[src/rtl/register_file_sb.sv]
// register_file_sb
// 32 x 32-bit register file with a per-register pending-write scoreboard.
//
// Ports:
//   Clk, Rst                    clock (rising edge) and asynchronous active-high reset
//   ReadRegister1/2             source register indices
//   WriteRegister, WriteData,
//   RegWrite                    write-back port; also retires one pending write
//   IssueValid, IssueDest       decode issue; adds one pending write to IssueDest
//   ReadData1/2                 combinational read data with write-back bypass
//   Hazard1/2, Stall            source operand still waiting on an outstanding write
//   ErrFlag                     sticky scoreboard overflow/underflow error
module register_file_sb (
    input  logic        Clk,
    input  logic        Rst,
    input  logic [4:0]  ReadRegister1,
    input  logic [4:0]  ReadRegister2,
    input  logic [4:0]  WriteRegister,
    input  logic [31:0] WriteData,
    input  logic        RegWrite,
    input  logic        IssueValid,
    input  logic [4:0]  IssueDest,
    output logic [31:0] ReadData1,
    output logic [31:0] ReadData2,
    output logic        Hazard1,
    output logic        Hazard2,
    output logic        Stall,
    output logic        ErrFlag
);

    logic [31:0]      regFile [32];
    // Entry 0 is never incremented, so r0 can never appear pending.
    logic [31:0][1:0] pendingQ;
    logic [31:0][1:0] pendingD;
    logic             errFlagQ;
    logic             errFlagD;

    logic incHit;
    logic decHit;
    logic writeHit;

    assign incHit   = IssueValid && (IssueDest != 5'd0);
    assign decHit   = RegWrite && (WriteRegister != 5'd0);
    assign writeHit = decHit;

    // Read value with r0 forced to zero and a same-cycle write-back bypass.
    function automatic logic [31:0] readPort(
        input logic        rst,
        input logic [4:0]  idx,
        input logic        wrEn,
        input logic [4:0]  wrIdx,
        input logic [31:0] wrData,
        input logic [31:0] stored
    );
        logic [31:0] val;
        val = 32'd0;
        if (!rst && (idx != 5'd0)) begin
            if (wrEn && (wrIdx == idx)) begin
                val = wrData;
            end else begin
                val = stored;
            end
        end
        return val;
    endfunction

    // Pending operand, except when the last outstanding write is landing now.
    function automatic logic hazardFor(
        input logic       rst,
        input logic [4:0] idx,
        input logic [1:0] count,
        input logic       wrEn,
        input logic [4:0] wrIdx
    );
        logic hz;
        hz = 1'b0;
        if (!rst && (idx != 5'd0) && (count != 2'd0)) begin
            hz = 1'b1;
            if ((count == 2'd1) && wrEn && (wrIdx == idx)) begin
                hz = 1'b0;
            end
        end
        return hz;
    endfunction

    always_comb begin
        ReadData1 = readPort(Rst, ReadRegister1, RegWrite, WriteRegister, WriteData,
                             regFile[ReadRegister1]);
        ReadData2 = readPort(Rst, ReadRegister2, RegWrite, WriteRegister, WriteData,
                             regFile[ReadRegister2]);
        Hazard1   = hazardFor(Rst, ReadRegister1, pendingQ[ReadRegister1], RegWrite,
                              WriteRegister);
        Hazard2   = hazardFor(Rst, ReadRegister2, pendingQ[ReadRegister2], RegWrite,
                              WriteRegister);
        Stall     = Hazard1 | Hazard2;
        ErrFlag   = errFlagQ;
    end

    // Scoreboard next state: saturating counters, errors are sticky.
    always_comb begin
        pendingD = pendingQ;
        errFlagD = errFlagQ;
        // Issue and retire on the same index cancel out.
        if (!(incHit && decHit && (IssueDest == WriteRegister))) begin
            if (incHit) begin
                if (pendingQ[IssueDest] == 2'd3) begin
                    errFlagD = 1'b1;
                end else begin
                    pendingD[IssueDest] = pendingQ[IssueDest] + 2'd1;
                end
            end
            if (decHit) begin
                if (pendingQ[WriteRegister] == 2'd0) begin
                    errFlagD = 1'b1;
                end else begin
                    pendingD[WriteRegister] = pendingQ[WriteRegister] - 2'd1;
                end
            end
        end
    end

    always_ff @(posedge Clk or posedge Rst) begin
        if (Rst) begin
            pendingQ <= '0;
            errFlagQ <= 1'b0;
        end else begin
            pendingQ <= pendingD;
            errFlagQ <= errFlagD;
        end
    end

    // Data write still happens on a scoreboard underflow.
    always_ff @(posedge Clk or posedge Rst) begin
        if (Rst) begin
            for (int i = 0; i < 32; i++) begin
                regFile[i] <= 32'd0;
            end
        end else if (writeHit) begin
            regFile[WriteRegister] <= WriteData;
        end
    end

endmodule

[config.mk]
export PLATFORM = sky130hd
export DESIGN_NAME = register_file_sb
export DESIGN_NICKNAME = d
export VERILOG_FILES = /design/src/rtl/register_file_sb.sv
export SDC_FILE = /design/constraint.sdc
export NUM_CORES = 2
export LEC_CHECK = 0
export BUFFER_PORTS_ARGS = -buffer_cell sky130_fd_sc_hd__buf_2
export CAP_MARGIN = 30
export CELL_PAD_IN_SITES_DETAIL_PLACEMENT = 1
export CELL_PAD_IN_SITES_GLOBAL_PLACEMENT = 1
export CORE_UTILIZATION = 50
export DETAILED_ROUTE_END_ITERATION = 8
export PLACE_DENSITY = 0.72
export SLEW_MARGIN = 15
export SYNTH_ARGS = -nofsm -noshare
export SYNTH_HDL_FRONTEND = slang
export SYNTH_SLANG_ARGS = --single-unit
[constraint.sdc]
create_clock -name Clk -period 107.2 [get_ports Clk]
set_input_delay 16.08 -clock Clk [delete_from_list [all_inputs] [get_ports Clk]]
set_output_delay 16.08 -clock Clk [all_outputs]
set_load 0.005 [all_outputs]
==> flow_metrics.tcl <==
set metrics [dict create \
    postRouteAntennaNets 0 \
    drv_slew 0 \
    final_util 0.555 \
    cts_made_buffers 120 \
    synth_area_um2 61300 \
    dpl.hpwl_um 113000 \
    min_period_ns 36.73 \
    slew_headroom 0.290 \
    grt_pass1_vias 45300 \
    fp.dieH_um 352 \
    cpMostUsedCell "buf_4" \
    p_leak_uw 0.0295 \
    port_buffers 123 \
    violations "DRC" \
    cp_cell_sequence "buf_8, buf_4, buf_4, buf_4, mux4_2, nor2b_1, a211oi_1, a21oi_1, o221ai_1, a21oi_1, buf_2" \
    cts-resized-gates 0 \
    die_area_um2 124000 \
    holdBufCountCts 0 \
    die_w_um 352 \
    critPathTopFamily "buffers and inverters" \
    final_nets 4431 \
    tightest_slew_ns 1.06 \
    pwr_density_cell_nw_per_um2 19.3 \
    critical_path_arrival_ns 20.65 \
    reg2reg_slack_ns 103.16 \
    grt_use_total 0.334 \
    worstSetupPathType "in -> out" \
    syn-num-nets 4604 \
    cts_buffer_depth 3 \
    setup.worst_path.end_class "output port" \
    mostFrequentLayoutCell "dfrtp_1" \
    crit_path_max_fanout 58 \
    rows 128 \
    coreArea_um2 122000 \
    cts_tree "built" \
    htreeDepth 3 \
    grt_pass1_wl_um 310000 \
    finalSetupViolCount 0 \
    wl_um 205000 \
    ys_seq_elements 1089 \
    grt_max_degree 169 \
    clock_latency_ns 0.74 \
    clkTransAtPathRegs_ns 0.06 \
    yosysSeqAreaShare 0.444 \
    synth-edff-count 0 \
    cts_root_buf "clkbuf_16" \
    synth_ff_type "dfrtp_1" \
    maxCapViolations 0 \
    cts_setup_buffers 0 \
    vdd_drop_max_v 0.0000143 \
    max_stage_delay_ns 0.82 \
    layout_common_cells "dfrtp_1 (1089), mux2_2 (616), mux4_2 (451), mux2_1 (358), mux2i_1 (333)" \
    finalPower_uw 1300 \
    fmax_mhz 27.2 \
    min_period_over_period 0.343 \
    start_util 0.504 \
    overflow 0 \
    crit_required_ns 91.12 \
    drt_iter0_markers 3893 \
    cp.buffers_inverters 5 \
    rsz0062_at_grt "false" \
    cpMaxStageDelayCell "buf_4" \
    start_kind "input port" \
    outcome "complete, but fails checks" \
    viasPerCell 7.00 \
    clock_skew_ns 0.0182 \
    ys_types 69 \
    tns_ns 0 \
    antenna_found_initial 3 \
    finalHoldViolations 0 \
    via_count 42700 \
    drive_gt1_frac 0.351 \
    syn_area_per_cell_um2 13.5 \
    ys_warn_count 0 \
    place_congestion 0.849 \
    routedWlPerCell_um 33.6 \
    route.detailed.drc 2 \
    io_pins 124 \
    hold_class "reg -> reg" \
    cts.sinks 1089 \
    synthArstFlopShare 1.00 \
    synthCells 4546 \
    area_delta_synth_final_pct 10.1 \
    drt-pass1-iter-count 8 \
]
-- per-layer routing --
layer,wire length [um],track usage,up-vias
met5,0,0,-
met2,97700,0.528,1761
li1,-,-,17200
met1,84800,0.456,23200
met3,13700,0.0537,532
met4,9220,0.146,0
-- state kept, by name, summed over array words and instances (netlist names) --
| register | flops |
|---|---|
| ErrFlag | 1 |
| regFile | 1024 |
| pendingQ | 64 |
-- cell families after synthesis --
| group | synth area share |
|---|---|
| xor+xnor | 0.00214 |
| compound gates | 0.0766 |
| buf+inv | 0.0377 |
| flops | 0.444 |
| mux | 0.399 |
| fa+ha+maj | 0.000408 |
| simple gates | 0.0399 |
-- final timing paths --
check,from,endpoint,cells after the start
min in group asynchronous,Rst,regFile[286],2
max,ReadRegister2[0],ReadData2[21],11
min,regFile[1011],regFile[1011],0
max reg2reg,pendingQ[60],pendingQ[54],9
min reg2reg,regFile[1011],regFile[1011],0
max in group asynchronous,Rst,regFile[943],6
-- final cells by class --
cell class	instances	area, um2
Antenna cell	3	7.51
Clock buffer	170	3550
Clock inverter	55	658
Fill cell	11600	54200
Inverter	18	75.1
Multi-Input combinational cell	2917	32100
Sequential cell	1089	27300
Tap cell	1625	2030
Timing Repair Buffer	227	1850
-- cells in the mapped netlist (70+ instances only) --
cell type / count / area [um2]
mux2i_1: 333 / 3330
mux2_1: 358 / 4030
dfrtp_1: 1089 / 27300
clkbuf_1: 305 / 1140
a221oi_1: 169 / 1480
mux4_2: 451 / 10200
a21oi_1: 141 / 706
nand2_1: 148 / 556
nor2b_1: 70 / 438
nor2_1: 163 / 612
buf_2: 137 / 686
mux2_2: 616 / 6940
-- metrics by stage --
step | cell area (um2) | setup WS, ns | hold WS [ns] | std cells
finish | 67500 | 70.47 | 0.398 | 6104
detailed placement | 63000 | 70.14 | 0.389 | 5864
CTS | 67200 | 70.14 | 0.402 | 6089
global placement | 62800 | 70.10 | 0.382 | 5853
global route | 67500 | 70.07 | 0.408 | 6103
floorplan | 61300 | 60.46 | 0.445 | 4546
-- power breakdown --
part           leakage (uW)  switching (uW)  internal, uW
Clock               0.00207             181           259
Combinational        0.0135             132           161
Sequential           0.0139            74.6           496
Total                0.0295             388           916
Power figures use the tool's default switching activity.
